<file path="config.mk">
export PLATFORM = sky130hd
export DESIGN_NAME = tpu_pass_sched
export DESIGN_NICKNAME = d
export VERILOG_FILES = /design/src/rtl/tpu_pass_sched_pkg.sv /design/src/rtl/tpu_pass_sched_addr_gen.sv /design/src/rtl/tpu_pass_sched.sv
export SDC_FILE = /design/constraint.sdc
export NUM_CORES = 1
export LEC_CHECK = 0
export ABC_AREA = 1
export CORE_ASPECT_RATIO = 2
export CORE_MARGIN = 2
export CORE_UTILIZATION = 50
export CTS_BUF_LIST = sky130_fd_sc_hd__clkbuf_4 sky130_fd_sc_hd__clkbuf_8 sky130_fd_sc_hd__clkbuf_16
export DETAILED_ROUTE_END_ITERATION = 7
export PLACE_DENSITY = 0.79
export SETUP_SLACK_MARGIN = 0.2
export SLEW_MARGIN = 5
export SYNTH_ARGS = -nofsm -noshare
export SYNTH_HDL_FRONTEND = slang
export SYNTH_HIERARCHICAL = 1
export SYNTH_SLANG_ARGS = --single-unit
</file>
<file path="constraint.sdc">
create_clock -name clk_i -period 10.6 [get_ports clk_i]
set_clock_uncertainty 0.1 [all_clocks]
set_input_delay 2.12 -clock clk_i [delete_from_list [all_inputs] [get_ports clk_i]]
set_output_delay 2.12 -clock clk_i [all_outputs]
set_load 0.02 [all_outputs]
</file>
<file path="src/rtl/tpu_pass_sched_pkg.sv">
// Shared types and constants for the TPU pass scheduler: FSM state
// encodings, error codes and the address/counter widths.
package tpu_pass_sched_pkg;

  localparam int W_AW = 6;  // weight SRAM word address width
  localparam int V_AW = 5;  // vector SRAM word address width
  localparam int O_AW = 6;  // output SRAM word address width
  localparam int M_W  = 6;  // output tile count / index width
  localparam int K_W  = 5;  // K pass count / index width

  typedef enum logic [2:0] {
    ST_IDLE  = 3'd0,
    ST_ISSUE = 3'd1,
    ST_WAIT  = 3'd2,
    ST_WB    = 3'd3,
    ST_DONE  = 3'd4
  } state_e;

  localparam logic [1:0] ERR_OK      = 2'd0;
  localparam logic [1:0] ERR_ZERO    = 2'd1;
  localparam logic [1:0] ERR_TIMEOUT = 2'd2;

endpackage

</file>
<file path="src/rtl/tpu_pass_sched_addr_gen.sv">
// Registered SRAM base-address generator. The pass index multiply is
// evaluated from the scheduler's next-state indices and captured when the
// FSM enters ISSUE, so the bases are valid for the whole ISSUE/WAIT window.
module tpu_pass_sched_addr_gen
  import tpu_pass_sched_pkg::*;
#(
  parameter int W_STRIDE = 8,
  parameter int V_STRIDE = 8
) (
  input  logic            clk_i,
  input  logic            srst_i,
  input  logic            load_i,
  input  logic [M_W-1:0]  m_idx_i,
  input  logic [K_W-1:0]  k_idx_i,
  input  logic [K_W-1:0]  k_tiles_i,
  input  logic [W_AW-1:0] w_base_i,
  input  logic [V_AW-1:0] v_base_i,
  output logic [W_AW-1:0] w_addr_o,
  output logic [V_AW-1:0] v_addr_o
);

  // 63*31 + 30 = 1983 fits in 11 bits
  logic [10:0]     pass_s;
  logic [W_AW-1:0] w_addr_d;
  logic [V_AW-1:0] v_addr_d;
  logic [W_AW-1:0] w_addr_q;
  logic [V_AW-1:0] v_addr_q;

  // Linear pass number and wrapped base addresses for the upcoming pass
  always_comb begin
    pass_s   = 11'(m_idx_i) * 11'(k_tiles_i) + 11'(k_idx_i);
    w_addr_d = w_base_i + W_AW'(pass_s * W_STRIDE);
    v_addr_d = v_base_i + V_AW'(k_idx_i * V_STRIDE);
  end

  // Capture the bases on ISSUE entry, hold them otherwise
  always_ff @(posedge clk_i) begin
    if (srst_i) begin
      w_addr_q <= {W_AW{1'b0}};
      v_addr_q <= {V_AW{1'b0}};
    end else if (load_i) begin
      w_addr_q <= w_addr_d;
      v_addr_q <= v_addr_d;
    end else begin
      w_addr_q <= w_addr_q;
      v_addr_q <= v_addr_q;
    end
  end

  assign w_addr_o = w_addr_q;
  assign v_addr_o = v_addr_q;

endmodule

</file>
<file path="src/rtl/tpu_pass_sched.sv">
// Job-level scheduler for the TPU core: splits a tiled-GEMV descriptor into
// M output tiles x K reduction passes, starts the core for each pass,
// requests one write-back per tile and reports job completion.
module tpu_pass_sched
  import tpu_pass_sched_pkg::*;
#(
  parameter int ARRAY_SIZE    = 8,
  parameter int K_ACCUM_DEPTH = 8,
  parameter int W_STRIDE      = ARRAY_SIZE,
  parameter int V_STRIDE      = K_ACCUM_DEPTH,
  parameter int TIMEOUT       = 511
) (
  input  logic            clk_i,
  input  logic            srst_i,
  input  logic            job_valid_i,
  output logic            job_ready_o,
  input  logic [M_W-1:0]  job_m_tiles_i,
  input  logic [K_W-1:0]  job_k_tiles_i,
  input  logic [W_AW-1:0] job_w_base_i,
  input  logic [V_AW-1:0] job_v_base_i,
  input  logic [O_AW-1:0] job_o_base_i,
  output logic            core_start_o,
  output logic            core_acc_clear_o,
  output logic [W_AW-1:0] core_w_base_o,
  output logic [V_AW-1:0] core_v_base_o,
  input  logic            core_done_i,
  output logic            wb_en_o,
  output logic [O_AW-1:0] wb_addr_o,
  input  logic            wb_ready_i,
  output logic            busy_o,
  output logic            job_done_o,
  output logic [1:0]      err_o
);

  localparam int TMO_W = $clog2(TIMEOUT + 1);
  localparam logic [TMO_W-1:0] TMO_MAX = TMO_W'(TIMEOUT);

  state_e          state_q,   state_d;
  logic [M_W-1:0]  m_idx_q,   m_idx_d;
  logic [K_W-1:0]  k_idx_q,   k_idx_d;
  logic [M_W-1:0]  m_tiles_q, m_tiles_d;
  logic [K_W-1:0]  k_tiles_q, k_tiles_d;
  logic [W_AW-1:0] w_base_q,  w_base_d;
  logic [V_AW-1:0] v_base_q,  v_base_d;
  logic [O_AW-1:0] o_base_q,  o_base_d;
  logic [TMO_W-1:0] tmo_q,    tmo_d;
  logic [1:0]      err_q,     err_d;

  logic            job_ready_q, busy_q, core_start_q, acc_clear_q;
  logic            wb_en_q, job_done_q;
  logic [O_AW-1:0] wb_addr_q;
  logic            load_s;

  // Next-state, counter and descriptor-latch logic
  always_comb begin
    state_d   = state_q;
    m_idx_d   = m_idx_q;
    k_idx_d   = k_idx_q;
    m_tiles_d = m_tiles_q;
    k_tiles_d = k_tiles_q;
    w_base_d  = w_base_q;
    v_base_d  = v_base_q;
    o_base_d  = o_base_q;
    tmo_d     = tmo_q;
    err_d     = err_q;
    case (state_q)
      ST_IDLE: begin
        if (job_valid_i) begin
          m_tiles_d = job_m_tiles_i;
          k_tiles_d = job_k_tiles_i;
          w_base_d  = job_w_base_i;
          v_base_d  = job_v_base_i;
          o_base_d  = job_o_base_i;
          m_idx_d   = {M_W{1'b0}};
          k_idx_d   = {K_W{1'b0}};
          if ((job_m_tiles_i == {M_W{1'b0}}) || (job_k_tiles_i == {K_W{1'b0}})) begin
            err_d   = ERR_ZERO;
            state_d = ST_DONE;
          end else begin
            err_d   = ERR_OK;
            state_d = ST_ISSUE;
          end
        end else begin
          state_d = ST_IDLE;
        end
      end
      ST_ISSUE: begin
        tmo_d   = {TMO_W{1'b0}};
        state_d = ST_WAIT;
      end
      ST_WAIT: begin
        // core_done takes priority over an expiring timeout
        if (core_done_i) begin
          if (k_idx_q == (k_tiles_q - 5'd1)) begin
            state_d = ST_WB;
          end else begin
            k_idx_d = k_idx_q + 5'd1;
            state_d = ST_ISSUE;
          end
        end else if (tmo_q == TMO_MAX) begin
          err_d   = ERR_TIMEOUT;
          state_d = ST_DONE;
        end else begin
          tmo_d = tmo_q + TMO_W'(1);
        end
      end
      ST_WB: begin
        if (wb_ready_i) begin
          if (m_idx_q == (m_tiles_q - 6'd1)) begin
            state_d = ST_DONE;
          end else begin
            m_idx_d = m_idx_q + 6'd1;
            k_idx_d = {K_W{1'b0}};
            state_d = ST_ISSUE;
          end
        end else begin
          state_d = ST_WB;
        end
      end
      ST_DONE: state_d = ST_IDLE;
      default: state_d = ST_IDLE;
    endcase
  end

  assign load_s = (state_d == ST_ISSUE);

  // State, counters, latched descriptor and registered outputs
  always_ff @(posedge clk_i) begin
    if (srst_i) begin
      state_q      <= ST_IDLE;
      m_idx_q      <= {M_W{1'b0}};
      k_idx_q      <= {K_W{1'b0}};
      m_tiles_q    <= {M_W{1'b0}};
      k_tiles_q    <= {K_W{1'b0}};
      w_base_q     <= {W_AW{1'b0}};
      v_base_q     <= {V_AW{1'b0}};
      o_base_q     <= {O_AW{1'b0}};
      tmo_q        <= {TMO_W{1'b0}};
      err_q        <= ERR_OK;
      job_ready_q  <= 1'b1;
      busy_q       <= 1'b0;
      core_start_q <= 1'b0;
      acc_clear_q  <= 1'b0;
      wb_en_q      <= 1'b0;
      wb_addr_q    <= {O_AW{1'b0}};
      job_done_q   <= 1'b0;
    end else begin
      state_q      <= state_d;
      m_idx_q      <= m_idx_d;
      k_idx_q      <= k_idx_d;
      m_tiles_q    <= m_tiles_d;
      k_tiles_q    <= k_tiles_d;
      w_base_q     <= w_base_d;
      v_base_q     <= v_base_d;
      o_base_q     <= o_base_d;
      tmo_q        <= tmo_d;
      err_q        <= err_d;
      job_ready_q  <= (state_d == ST_IDLE);
      busy_q       <= (state_d != ST_IDLE);
      core_start_q <= load_s;
      acc_clear_q  <= load_s && (k_idx_d == {K_W{1'b0}});
      wb_en_q      <= (state_d == ST_WB);
      wb_addr_q    <= (state_d == ST_WB) ? (o_base_d + m_idx_d) : {O_AW{1'b0}};
      job_done_q   <= (state_d == ST_DONE);
    end
  end

  tpu_pass_sched_addr_gen #(
    .W_STRIDE (W_STRIDE),
    .V_STRIDE (V_STRIDE)
  ) u_addr_gen (
    .clk_i     (clk_i),
    .srst_i    (srst_i),
    .load_i    (load_s),
    .m_idx_i   (m_idx_d),
    .k_idx_i   (k_idx_d),
    .k_tiles_i (k_tiles_d),
    .w_base_i  (w_base_d),
    .v_base_i  (v_base_d),
    .w_addr_o  (core_w_base_o),
    .v_addr_o  (core_v_base_o)
  );

  assign job_ready_o      = job_ready_q;
  assign busy_o           = busy_q;
  assign core_start_o     = core_start_q;
  assign core_acc_clear_o = acc_clear_q;
  assign wb_en_o          = wb_en_q;
  assign wb_addr_o        = wb_addr_q;
  assign job_done_o       = job_done_q;
  assign err_o            = err_q;

endmodule

</file>
=== Yosys cells after proc, flatten, opt, wreduce, memory -nomap -nowiden ===
Index checks and enable logic that the tools add are counted.
W data, S select, Z words.

* Bits in registers: 76
* Input port bits: 33
* Output and inout port bits: 25
* Logic and storage cells: 91

* Add/sub/neg operators: 9
* Multipliers: 1
* Equal/unequal tests: 13
* Multiplexer cells: 34
* Bitwise gates (word level): 1
* Reduce and logical (&&, ||, !) cells: 14

{| class="wikitable"
|+ Operators with widths
! kind !! number
|-
| $mux W5 || 9
|-
| $mux W6 || 7
|-
| $mux W3 || 6
|-
| $mux W9 || 2
|-
| $pmux W9 S2 || 1
|-
| $pmux W5 S3 || 1
|-
| $add A6 B6 Y6 || 2
|-
| $pmux W3 S4 || 1
|-
| $pmux W6 S2 || 1
|-
| $logic_not A5 Y1 || 2
|-
| $add A9 B1 Y9 const B || 1
|-
| $eq A3 B2 Y1 const B || 3
|-
| $eq A9 B9 Y1 const B || 1
|-
| $mux W2 || 4
|-
| $ne A2 B2 Y1 const B || 4
|-
| $add A6 B1 Y6 const B || 1
|-
| $eq A3 B1 Y1 const B || 2
|-
| $eq A6 B6 Y1 || 1
|-
| $logic_not A3 Y1 || 2
|-
| $logic_not A6 Y1 || 1
|-
| $mul A6 B5 Y3 || 1
|-
| $sub A6 B1 Y6 const B || 1
|-
| $add A5 B1 Y5 const B || 1
|-
| $add A5 B5 Y5 || 1
|-
| 15 further kinds || 16
|}

=== Longest topological paths before layout ===
Gate-level depths: netlist of run 1.

* Word-level depth: 8
* Mapped depth: 33
* Mapped depth without buffers: 33

=== By module ===
The synthesis of run 1 kept the hierarchy.

{| class="wikitable"
|+ Modules (own cells, without submodules)
! module !! instances !! cells each !! area an instance (um2)
|-
| tpu_pass_sched || 1 || 560 || 3,722.3
|-
| tpu_pass_sched_addr_gen || 1 || 105 || 708.2
|}

=== Worst setup path after synthesis of run 1 ===
OpenSTA, ideal clock, no wires.

* Path kind: input -> register
* Start point: input port job_valid_i
* End point: register u_addr_gen.w_addr_q[5] (netlist: u_addr_gen/w_addr_o[5])
* Library setup time: 0.109 ns
* Data arrival time: 4.909 ns
* Required time: 10.391 ns
* Path slack: 5.483 ns
* Stages: 22
* Path through: nand3_1 -> inv_1 -> clkbuf_1 -> clkbuf_1 -> a21oi_1 -> nand2_1 -> inv_1 -> ha_1 -> ha_1 -> ha_1 -> inv_1 -> fa_1 -> inv_2 -> nand2_1 -> nand2_1 -> nand2_1 -> nand3_1 -> nand2_1 -> nand2_1 -> nand3_1 -> nand2_1 -> inv_1

* Longest elaborated chain between the ends: 5
* Elaborated cells on any way between the ends: 14
* Those cells by class: 2 x add/sub; 1 x mul; 1 x eq/ne; 10 x mux

{| class="wikitable"
|+ Ends and longest elaborated chain
! item !! RTL line !! source
|-
| start, declared || tpu_pass_sched.sv:15 || <nowiki>input logic job_valid_i,</nowiki>
|-
| $mux W5 || tpu_pass_sched.sv:68 || <nowiki>if (job_valid_i) begin</nowiki>
|-
| $mux W5 || tpu_pass_sched.sv:66 || <nowiki>case (state_q)</nowiki>
|-
| net k_tiles_d[0] || tpu_pass_sched.sv:42 || <nowiki>logic [K_W-1:0] k_tiles_q, k_tiles_d;</nowiki>
|-
| $mul A6 B5 Y3 || tpu_pass_sched_addr_gen.sv:31 || <nowiki>pass_s = 11'(m_idx_i) * 11'(k_tiles_i) + 11'(k_idx_i);</nowiki>
|-
| $add A3 B3 Y3 || tpu_pass_sched_addr_gen.sv:31 ||
|-
| $add A6 B6 Y6 || tpu_pass_sched_addr_gen.sv:32 || <nowiki>w_addr_d = w_base_i + W_AW'(pass_s * W_STRIDE);</nowiki>
|-
| end signal, assigned || tpu_pass_sched_addr_gen.sv:39 || <nowiki>w_addr_q <= {W_AW{1'b0}};</nowiki>
|-
| end signal, assigned || tpu_pass_sched_addr_gen.sv:42 || <nowiki>w_addr_q <= w_addr_d;</nowiki>
|-
| end signal, assigned || tpu_pass_sched_addr_gen.sv:45 || <nowiki>w_addr_q <= w_addr_q;</nowiki>
|-
| end, declared || tpu_pass_sched_addr_gen.sv:26 || <nowiki>logic [W_AW-1:0] w_addr_q;</nowiki>
|}

The timed path passes the listed nets, and every way through them passes these cells.
A chain may end at the register's enable or synchronous reset.

=== Worst setup path in the final report of run 1 ===
* Start point: input port wb_ready_i
* End point: register u_addr_gen.w_addr_q[5] (netlist: u_addr_gen/w_addr_o[5])

* Longest elaborated chain between the ends: 5
* Elaborated cells on any way between the ends: 10
* Those cells by class: 2 x add/sub; 1 x mul; 1 x eq/ne; 6 x mux

{| class="wikitable"
|+ Ends and longest elaborated chain
! item !! RTL line !! source
|-
| start, declared || tpu_pass_sched.sv:29 || <nowiki>input logic wb_ready_i,</nowiki>
|-
| $mux W6 || tpu_pass_sched.sv:108 || <nowiki>if (wb_ready_i) begin</nowiki>
|-
| $pmux W6 S2 || tpu_pass_sched.sv:66 ||
|-
| net m_idx_d[0] || tpu_pass_sched.sv:39 || <nowiki>logic [M_W-1:0] m_idx_q, m_idx_d;</nowiki>
|-
| $mul A6 B5 Y3 || tpu_pass_sched_addr_gen.sv:31 ||
|-
| $add A3 B3 Y3 || tpu_pass_sched_addr_gen.sv:31 ||
|-
| $add A6 B6 Y6 || tpu_pass_sched_addr_gen.sv:32 ||
|}

The timed path passes the listed nets, and every way through them passes these cells.

==> flow_summary.toml, run 1 <==
[logic_synthesis]
syn_area_per_cell_sq_um = 6.67
synth_nets = 715
syn_area_sq_um = 4420
yosys_warnings = 6
netlist_instances = 663

[timing]
relSlewSlack = 0.341
fmax_ghz = 0.182
finalCriticalPeriod_ps = 5490
grt_setup_unrepaired = "false"
worstMarginPinSlew_ps = 989
final-max-slew-violation-count = 0
hold_viol_final = 0
finalSetupViolations = 0
period_share = 0.518
setup_ws_ps = 5110
tns_ps = 0

[pwr]
p_sw_frac = 0.295
p_clk_frac = 0.379
power_per_cell_area_nw_per_um2 = 149
power.internal_uw = 563
p_sw_uw = 236
power.leakage_nw = 2.68
p_seq_frac = 0.397
finalPower_uw = 799
comb_power_share = 0.224
irDropWorstVdd_mv = 0.102

[run]
drv_cap = 0

[global_routing]
grt_use_total = 0.228
antenna_found_initial = 0
grt_max_degree = 55
grt_pass1_vias = 4213
grt_pass1_wl_um = 17700
grt_overflow = 0

[final_layout]
antenna_cells = 0
fillerInstances = 804
area_growth_pct = 21.0
layout.cells.non_filler = 823
final_net_count = 770
fin_area_sq_um = 5350
drive_gt1_frac = 0.0816

[setup_path]
criticalPathCategory = "input port to flop"
worstPathMaxFanout = 7
cp_top_family = "adder cells"
required_ps = 10730
cpPeakStageDelay_ps = 540
path_buf_inv = 6
crit_top_cell = "nand2_1"
critPathLaunchType = "input port"
end_kind = "flop"
path_cells = "clkdlybuf4s50_1 > nand2_2 > inv_2 > nor2_1 > o21ai_0 > nand2_1 > nand2_1 > inv_1 > ha_1 > ha_1 > ha_1 > inv_1 > fa_1 > inv_2 > nand2_1 > nand2_1 > nand2_1 > nand3_1 > nand2_1 > nand2_1 > nand3_1 > nand2_1 > inv_1"
cp.arrival_ps = 5620
critPathSlowestCell = "clkdlybuf4s50_1"

[clock_network]
ctsResizeCount = 0
hold_buffers = 0
root_buffer = "clkbuf_16"
path_clk_slew_ps = 60
clk_path_buf_depth = 2
clk_latency_ps = 330
numCtsBuffers = 9
post_cts_buffers = 0
cts_tree = "done"
htree_levels = 3
clock-sinks = 76

[drt]
drt-wirelength-per-cell_um = 13.1
drt-total-wl_um = 10800
firstDrtPassIters = 4
route.detailed.drc = 0
via_per_inst = 5.15
drtAntennaViolNets = 0
dr_total_vias = 4239
drt-initial-drc-count = 192

[die]
initial_core_util = 0.515
die_h_um = 137
die_w_um = 70.5
boundaryPins = 58
rows = 48
die_area_sq_um = 9650
core_sq_um = 8590

[placed_design]
placed_area_sq_um = 5050
dp.cells = 807
globalplace.congestion = 0.991
place_hpwl_um = 8340
port_buffers = 57
place_ws_ps = 4860

[outcome]
status = "finished clean"

[hold_path]
min_path_type = "flop to flop"
-- cell usage in the layout (no fill, tap or decap), drive strengths merged --
| cell | n |
|---|---|
| nand2 | 164 |
| inv | 131 |
| dfxtp | 76 |
| nor2 | 60 |
| clkdlybuf4s50 | 56 |
| a21oi | 50 |
| nand3 | 47 |
| a211oi | 23 |
| o21ai | 22 |
| or2 | 18 |
| ha | 17 |
| xor2 | 10 |
| clkbuf | 10 |
| nor3 | 8 |
| xnor2 | 6 |
| clkinv | 5 |
| buf | 4 |
| o211ai | 3 |
| nand4 | 2 |
| fa | 2 |
| clkinvlp | 2 |
| a21boi | 1 |
| nor4 | 1 |
| mux2i | 1 |
| a31oi | 1 |
| nor3b | 1 |
| o211a | 1 |
| bufinv | 1 |
-- power groups by stage --
stage | combinational [mW] | clock [mW] | sequential [mW]
2_1_floorplan | 0.117 | 0 | 0.330
3_3_place_gp | 0.173 | 0 | 0.322
3_5_place_dp | 0.179 | 0 | 0.323
4_1_cts | 0.180 | 0.308 | 0.317
5_1_grt | 0.199 | 0.321 | 0.319
6_report | 0.179 | 0.303 | 0.317
-- sequential cells by signal (all words and copies together) (netlist names), 6 cells and up --
signal / flops
wb_addr_o: 6
u_addr_gen/w_addr_o: 6
m_idx_q: 6
w_base_q: 6
tmo_q: 9
m_tiles_q: 6
o_base_q: 6
-- area by class of cell --
cell class                      instances  area [sq um]  area share
Multi-Input combinational cell        438          2320       0.433
Sequential cell                        76          1520       0.284
Timing Repair Buffer                   60           588       0.110
Inverter                              133           500      0.0935
Clock buffer                           10           233      0.0435
Tap cell                              100           125      0.0234
Clock inverter                          6          63.8      0.0119
-- per-layer routing --
| metal | up-vias | share of wire | global-route usage |
|---|---|---|---|
| met5 | - | 0 | 0 |
| met2 | 87 | 0.57 | 0.450 |
| met1 | 1944 | 0.36 | 0.216 |
| li1 | 2185 | - | - |
| met4 | 0 | 0.030 | 0.115 |
| met3 | 23 | 0.039 | 0.0442 |
-- metrics by stage --
step,hold slack [ps],utilization
finish,366,0.623
global route,386,0.623
CTS,369,0.623
detailed placement,358,0.588
global placement,350,0.588
floorplan,344,-
-- worst paths after layout --
path / from / to / slack [ps] / cells after the start
setup / recovery: wb_ready_i / u_addr_gen/w_addr_o[5] / 5110 / 23
hold / removal: err_o[0] / err_o[0] / 370 / 2
setup reg to reg: state_q[0] / u_addr_gen/w_addr_o[5] / 5950 / 26
hold reg to reg: err_o[0] / err_o[0] / 370 / 2
-- tightest hold or removal path: stages, from the launching register on --
cell and delay [ps]:
dfxtp_1 310, nand2_1 60, a21oi_1 60
(Power assumes the default switching activity.)
==> run 2, diff against run 1 <==
--- a/config.mk
+++ b/config.mk
@@ -11,7 +11,7 @@
 export CORE_UTILIZATION = 50
 export CTS_BUF_LIST = sky130_fd_sc_hd__clkbuf_4 sky130_fd_sc_hd__clkbuf_8 sky130_fd_sc_hd__clkbuf_16
 export DETAILED_ROUTE_END_ITERATION = 7
-export PLACE_DENSITY = 0.79
+export PLACE_DENSITY = 0.82
 export SETUP_SLACK_MARGIN = 0.2
 export SLEW_MARGIN = 5
 export SYNTH_ARGS = -nofsm -noshare
==> constraint.sdc (replaced) <==
create_clock -name clk_i -period 4.8 [get_ports clk_i]
set_clock_uncertainty 0.1 [all_clocks]
set_input_delay 0.96 -clock clk_i [delete_from_list [all_inputs] [get_ports clk_i]]
set_output_delay 0.96 -clock clk_i [all_outputs]
set_load 0.02 [all_outputs]
==> run 2 against run 1 <==
Sequential share of layout area decreased by 0.35 points. Wire length increased by 2.0%. Critical path depth increased by 6. First-iteration DRC count decreased by 14%. Highest routed layer unchanged. Non-clock buffer count increased by 3.
==> flow_summary.toml, run 2 (synthesis results as in run 1) <==
[placed_design]
globalplace.congestion = 0.935
placed_area_sq_um = 5070
port_buffers = 57
place_hpwl_um = 8470

[final_layout]
largest_register = "tmo_q"
drive_gt1_frac = 0.0855
final_cell_mix = "nand2_1, inv_1, dfxtp_1, clkdlybuf4s50_1, nor2_1"
fin_area_sq_um = 5420
antenna_cells = 0
final_common_cell = "nand2_1"
final_net_count = 773
area_growth_pct = 22.6
largest_reg_flops = 9

[timing]
fmax_ghz = 0.233
finalCriticalPeriod_ps = 4300
tns_ps = 0
final-max-slew-violation-count = 0
worstMarginPinSlew_ps = 580
grt_setup_unrepaired = "false"
period_share = 0.896
hold_viol_final = 0
finalSetupViolations = 0
relSlewSlack = 0.613

[drt]
drt-wirelength-per-cell_um = 13.3
dr_total_vias = 4223
via_per_inst = 5.12
drt-total-wl_um = 11000
drtAntennaViolNets = 0
route.detailed.drc = 0
firstDrtPassIters = 5
drt-initial-drc-count = 166

[global_routing]
grt_use_total = 0.240
grt_max_degree = 56
antenna_found_initial = 0
grt_pass1_wl_um = 18300
grt_overflow = 0
grt_pass1_vias = 4193

[clock_network]
numCtsBuffers = 9
root_buffer = "clkbuf_16"
clock-sinks = 76
path_clk_slew_ps = 60
htree_levels = 3
cts_tree = "done"
clk_latency_ps = 330
clk_path_buf_depth = 2

[setup_path]
critPathSlowestCell = "fa_1"
criticalPathCategory = "flop to flop"
required_ps = 4930
critPathLaunchType = "flop"
reg2reg_from = "m_tiles_q[0]"
cpPeakStageDelay_ps = 450
worstPathMaxFanout = 7
crit_top_cell = "nand2_1"
end_kind = "flop"
r2r_slack_ps = 500
critical_path.startpoint = "m_tiles_q[0]"
cp.arrival_ps = 4430

[pwr]
finalPower_mw = 1.87
irDropWorstVdd_mv = 0.253
power.leakage_nw = 2.72
power_per_cell_area_nw_per_um2 = 345

[outcome]
status = "finished clean"

[hold_path]
min_path_type = "flop to flop"
min_from = "err_o[0]"

[die]
initial_core_util = 0.515
die_area_sq_um = 9650
boundaryPins = 58
die_h_um = 137
die_w_um = 70.5
core_sq_um = 8590
rows = 48

[run]
drv_cap = 0
==> run 2: worst max-delay path, delay by kind of cell (launching register included) <==
kind / cells / cell delay (ps)
flip-flops: 1 / 380
adder cells (fa/ha/maj): 5 / 1610
AO/OA/AOI/OAI: 1 / 100
AND/OR/NAND/NOR: 16 / 1430
buffers and inverters: 6 / 410
XOR/XNOR: 1 / 160
==> run 2: timing repair <==
action                                  4_1_cts  5_1_grt
hold buffers                                  0        0
gates resized for setup                       0        2
setup buffers                                 0        1
endpoints found under the setup margin        0        1
==> run 2: worst paths after layout <==
check                                         endpoint  cells after the start
worst min-delay path                          err_o[0]                      2
worst max-delay path            u_addr_gen/w_addr_o[5]                     29
worst max register to register  u_addr_gen/w_addr_o[5]                     29
worst min register to register                err_o[0]                      2
==> run 2: per-stage QoR <==
stage                     std cells  worst slack, ps  hold slack (ps)   util
final                           825              499              370  0.631
after global routing            825              215              388  0.631
after CTS                       824              484              372  0.630
after detailed placement        809              247              362  0.590
after global placement          809              406              350  0.590
after floorplan                 663              870              344      -
==> run 2: power by group <==
part	internal (mW)	switching [mW]	leakage, nW	total [mW]
registers	0.676	0.0236	0.622	0.700
clock network	0.517	0.253	0.168	0.770
logic	0.161	0.240	1.93	0.402
==> run 2: area by class of cell <==
| type | count | area (sq um) |
|---|---|---|
| flip-flops and latches | 76 | 1520 |
| well taps | 100 | 125 |
| inverters | 133 | 500 |
| multi-input cells | 438 | 2320 |
| clock inverters | 5 | 100 |
| fillers | 761 | 3170 |
| clock buffers | 10 | 239 |
| repair buffers | 63 | 611 |
==> run 2: per-layer routing <==
layer | track usage | up-vias | share of wire
li1 | - | 2195 | -
met1 | 0.229 | 1882 | 0.36
met2 | 0.462 | 104 | 0.55
met3 | 0.0376 | 42 | 0.035
met4 | 0.156 | 0 | 0.054
met5 | 0 | - | 0
==> run 3, diff against run 2 <==
--- a/config.mk
+++ b/config.mk
@@ -5,11 +5,11 @@
 export SDC_FILE = /design/constraint.sdc
 export NUM_CORES = 1
 export LEC_CHECK = 0
-export ABC_AREA = 1
 export CORE_ASPECT_RATIO = 2
 export CORE_MARGIN = 2
-export CORE_UTILIZATION = 50
+export CORE_UTILIZATION = 49
 export CTS_BUF_LIST = sky130_fd_sc_hd__clkbuf_4 sky130_fd_sc_hd__clkbuf_8 sky130_fd_sc_hd__clkbuf_16
+export CTS_CLUSTER_DIAMETER = 120
 export DETAILED_ROUTE_END_ITERATION = 7
 export PLACE_DENSITY = 0.82
 export SETUP_SLACK_MARGIN = 0.2
==> run 3 against run 2 <==
Maximum frequency is 2.5% lower. Synthesized cell count is 30% lower. Utilization is 1.8 points higher. Global-route usage fell by 0.39 points. Critical path type unchanged. Largest power group is now sequential cells.
==> flow_summary.toml, run 3 <==
[outcome]
status = "finished clean"

[timing]
relSlewSlack = 0.548
finalSetupViolations = 0
tns_ps = 0
hold_viol_final = 0
worstMarginPinSlew_ps = 671
period_share = 0.919
timing.hold.ws_ps = 361
fmax_ghz = 0.227
finalCriticalPeriod_ps = 4410
grt_setup_unrepaired = "false"
final-max-slew-violation-count = 0

[placed_design]
port_buffers = 57
globalplace.congestion = 0.932
place_hpwl_um = 7030

[drt]
drt-total-wl_um = 9690
firstDrtPassIters = 5
drt-initial-drc-count = 293
dr_total_vias = 3491
drtAntennaViolNets = 0
via_per_inst = 5.55
route.detailed.drc = 0
drt-wirelength-per-cell_um = 15.4

[pwr]
p_seq_frac = 0.423
irDropWorstVdd_mv = 0.259
power_per_cell_area_nw_per_um2 = 330
power.internal_mw = 1.20
p_sw_uw = 429
p_sw_frac = 0.264
power.leakage_nw = 2.11
p_clk_frac = 0.385
comb_power_share = 0.192

[setup_path]
path_cells = "or4_1 > or3_1 > and4_4 > a21oi_4 > o21ai_2 > mux2_4 > and2_1 > ha_1 > ha_1 > ha_1 > inv_1 > fa_2 > xor2_1 > xnor2_1 > xnor3_1 > a211oi_2"
required_ps = 4960
cpPeakStageDelay_ps = 530
end_kind = "flop"
path_buf_inv = 1
critPathLaunchType = "flop"
cp_top_family = "simple AND/OR/NAND/NOR gates"
cp.arrival_ps = 4570
crit_top_cell = "ha_1"
worstPathMaxFanout = 5
critPathSlowestCell = "or4_1"
criticalPathCategory = "flop to flop"

[final_layout]
final_cell_mix = "nand2_1, dfxtp_1, clkdlybuf4s50_1, nor2_1, nor2b_1"
final_common_cell = "nand2_1"
largest_register = "tmo_q"
antenna_cells = 0
drive_gt1_frac = 0.114
largest_reg_flops = 9
area_growth_pct = 28.1
final_net_count = 583

[global_routing]
grt_max_degree = 63
grt_pass1_vias = 3480
grt_overflow = 0
grt_use_total = 0.237
antenna_found_initial = 0
grt_pass1_wl_um = 15500

[logic_synthesis]
yosys_warnings = 6
syn_area_sq_um = 3850
netlist_instances = 462
syn_area_per_cell_sq_um = 8.33
synth_nets = 514

[clock_network]
numCtsBuffers = 9
root_buffer = "clkbuf_16"
cts_tree = "done"
clk_path_buf_depth = 2
clk_latency_ps = 340
hold_buffers = 0
htree_levels = 3
path_clk_slew_ps = 50
clock-sinks = 76

[die]
die_h_um = 129
boundaryPins = 58
rows = 45
initial_core_util = 0.507
core_sq_um = 7600
die_area_sq_um = 8620
die_w_um = 66.7

[hold_path]
min_path_type = "flop to flop"

[run]
drv_cap = 0
[run 3: timing repair]
action,in CTS,in global routing
cloned,0,0
setup endpoints to repair,1,1
pin swaps,6,12
setup buffers,0,3
resized for setup,4,15
[run 3: routing by layer]
metal  part of all wire  GRT usage  up-vias
met4              0.047      0.161        0
met1               0.35      0.218     1648
met2               0.55      0.437      120
met3              0.053     0.0582       35
li1                   -          -     1688
met5                  0          0        -
[run 3: worst paths after layout]
| path | startpoint | to | slack (ps) | cells past startpoint |
|---|---|---|---|---|
| max reg2reg | m_tiles_q[0] | u_addr_gen/w_addr_o[5] | 390 | 16 |
| max | m_tiles_q[0] | u_addr_gen/w_addr_o[5] | 390 | 16 |
| min | err_o[0] | err_o[0] | 360 | 2 |
| min reg2reg | err_o[0] | err_o[0] | 360 | 2 |
[run 3: power groups by stage]
stage | sequential, mW | clock (mW) | combinational [mW]
global route | 0.691 | 0.661 | 0.341
CTS | 0.687 | 0.637 | 0.303
finish | 0.687 | 0.626 | 0.312
floorplan | 0.711 | 0 | 0.171
detailed placement | 0.700 | 0 | 0.297
global placement | 0.698 | 0 | 0.291
[run 3: final cells by class]
class | count | area (sq um)
Multi-Input combinational cell | 355 | 2260
Fill cell | 634 | 2670
Inverter | 14 | 52.6
Clock buffer | 13 | 268
Tap cell | 94 | 118
Clock inverter | 2 | 10.0
Timing Repair Buffer | 75 | 703
Sequential cell | 76 | 1530
[run 3: through the flow]
stage / worst slack (ps) / total power [mW] / cell area (sq um) / std cells / util
2_1_floorplan: 235 / 0.882 / 3850 / 462 / -
3_3_place_gp: -228 / 0.990 / 4580 / 611 / 0.603
3_5_place_dp: -419 / 0.997 / 4580 / 611 / 0.603
4_1_cts: 225 / 1.63 / 4870 / 626 / 0.640
5_1_grt: 202 / 1.69 / 4930 / 629 / 0.649
6_report: 389 / 1.63 / 4930 / 629 / 0.649
[run 3: tightest hold or removal path, cell delays in order (launching register included)]
cell and delay [ps]:
dfxtp_1 310, nand2_1 50, a21oi_1 50
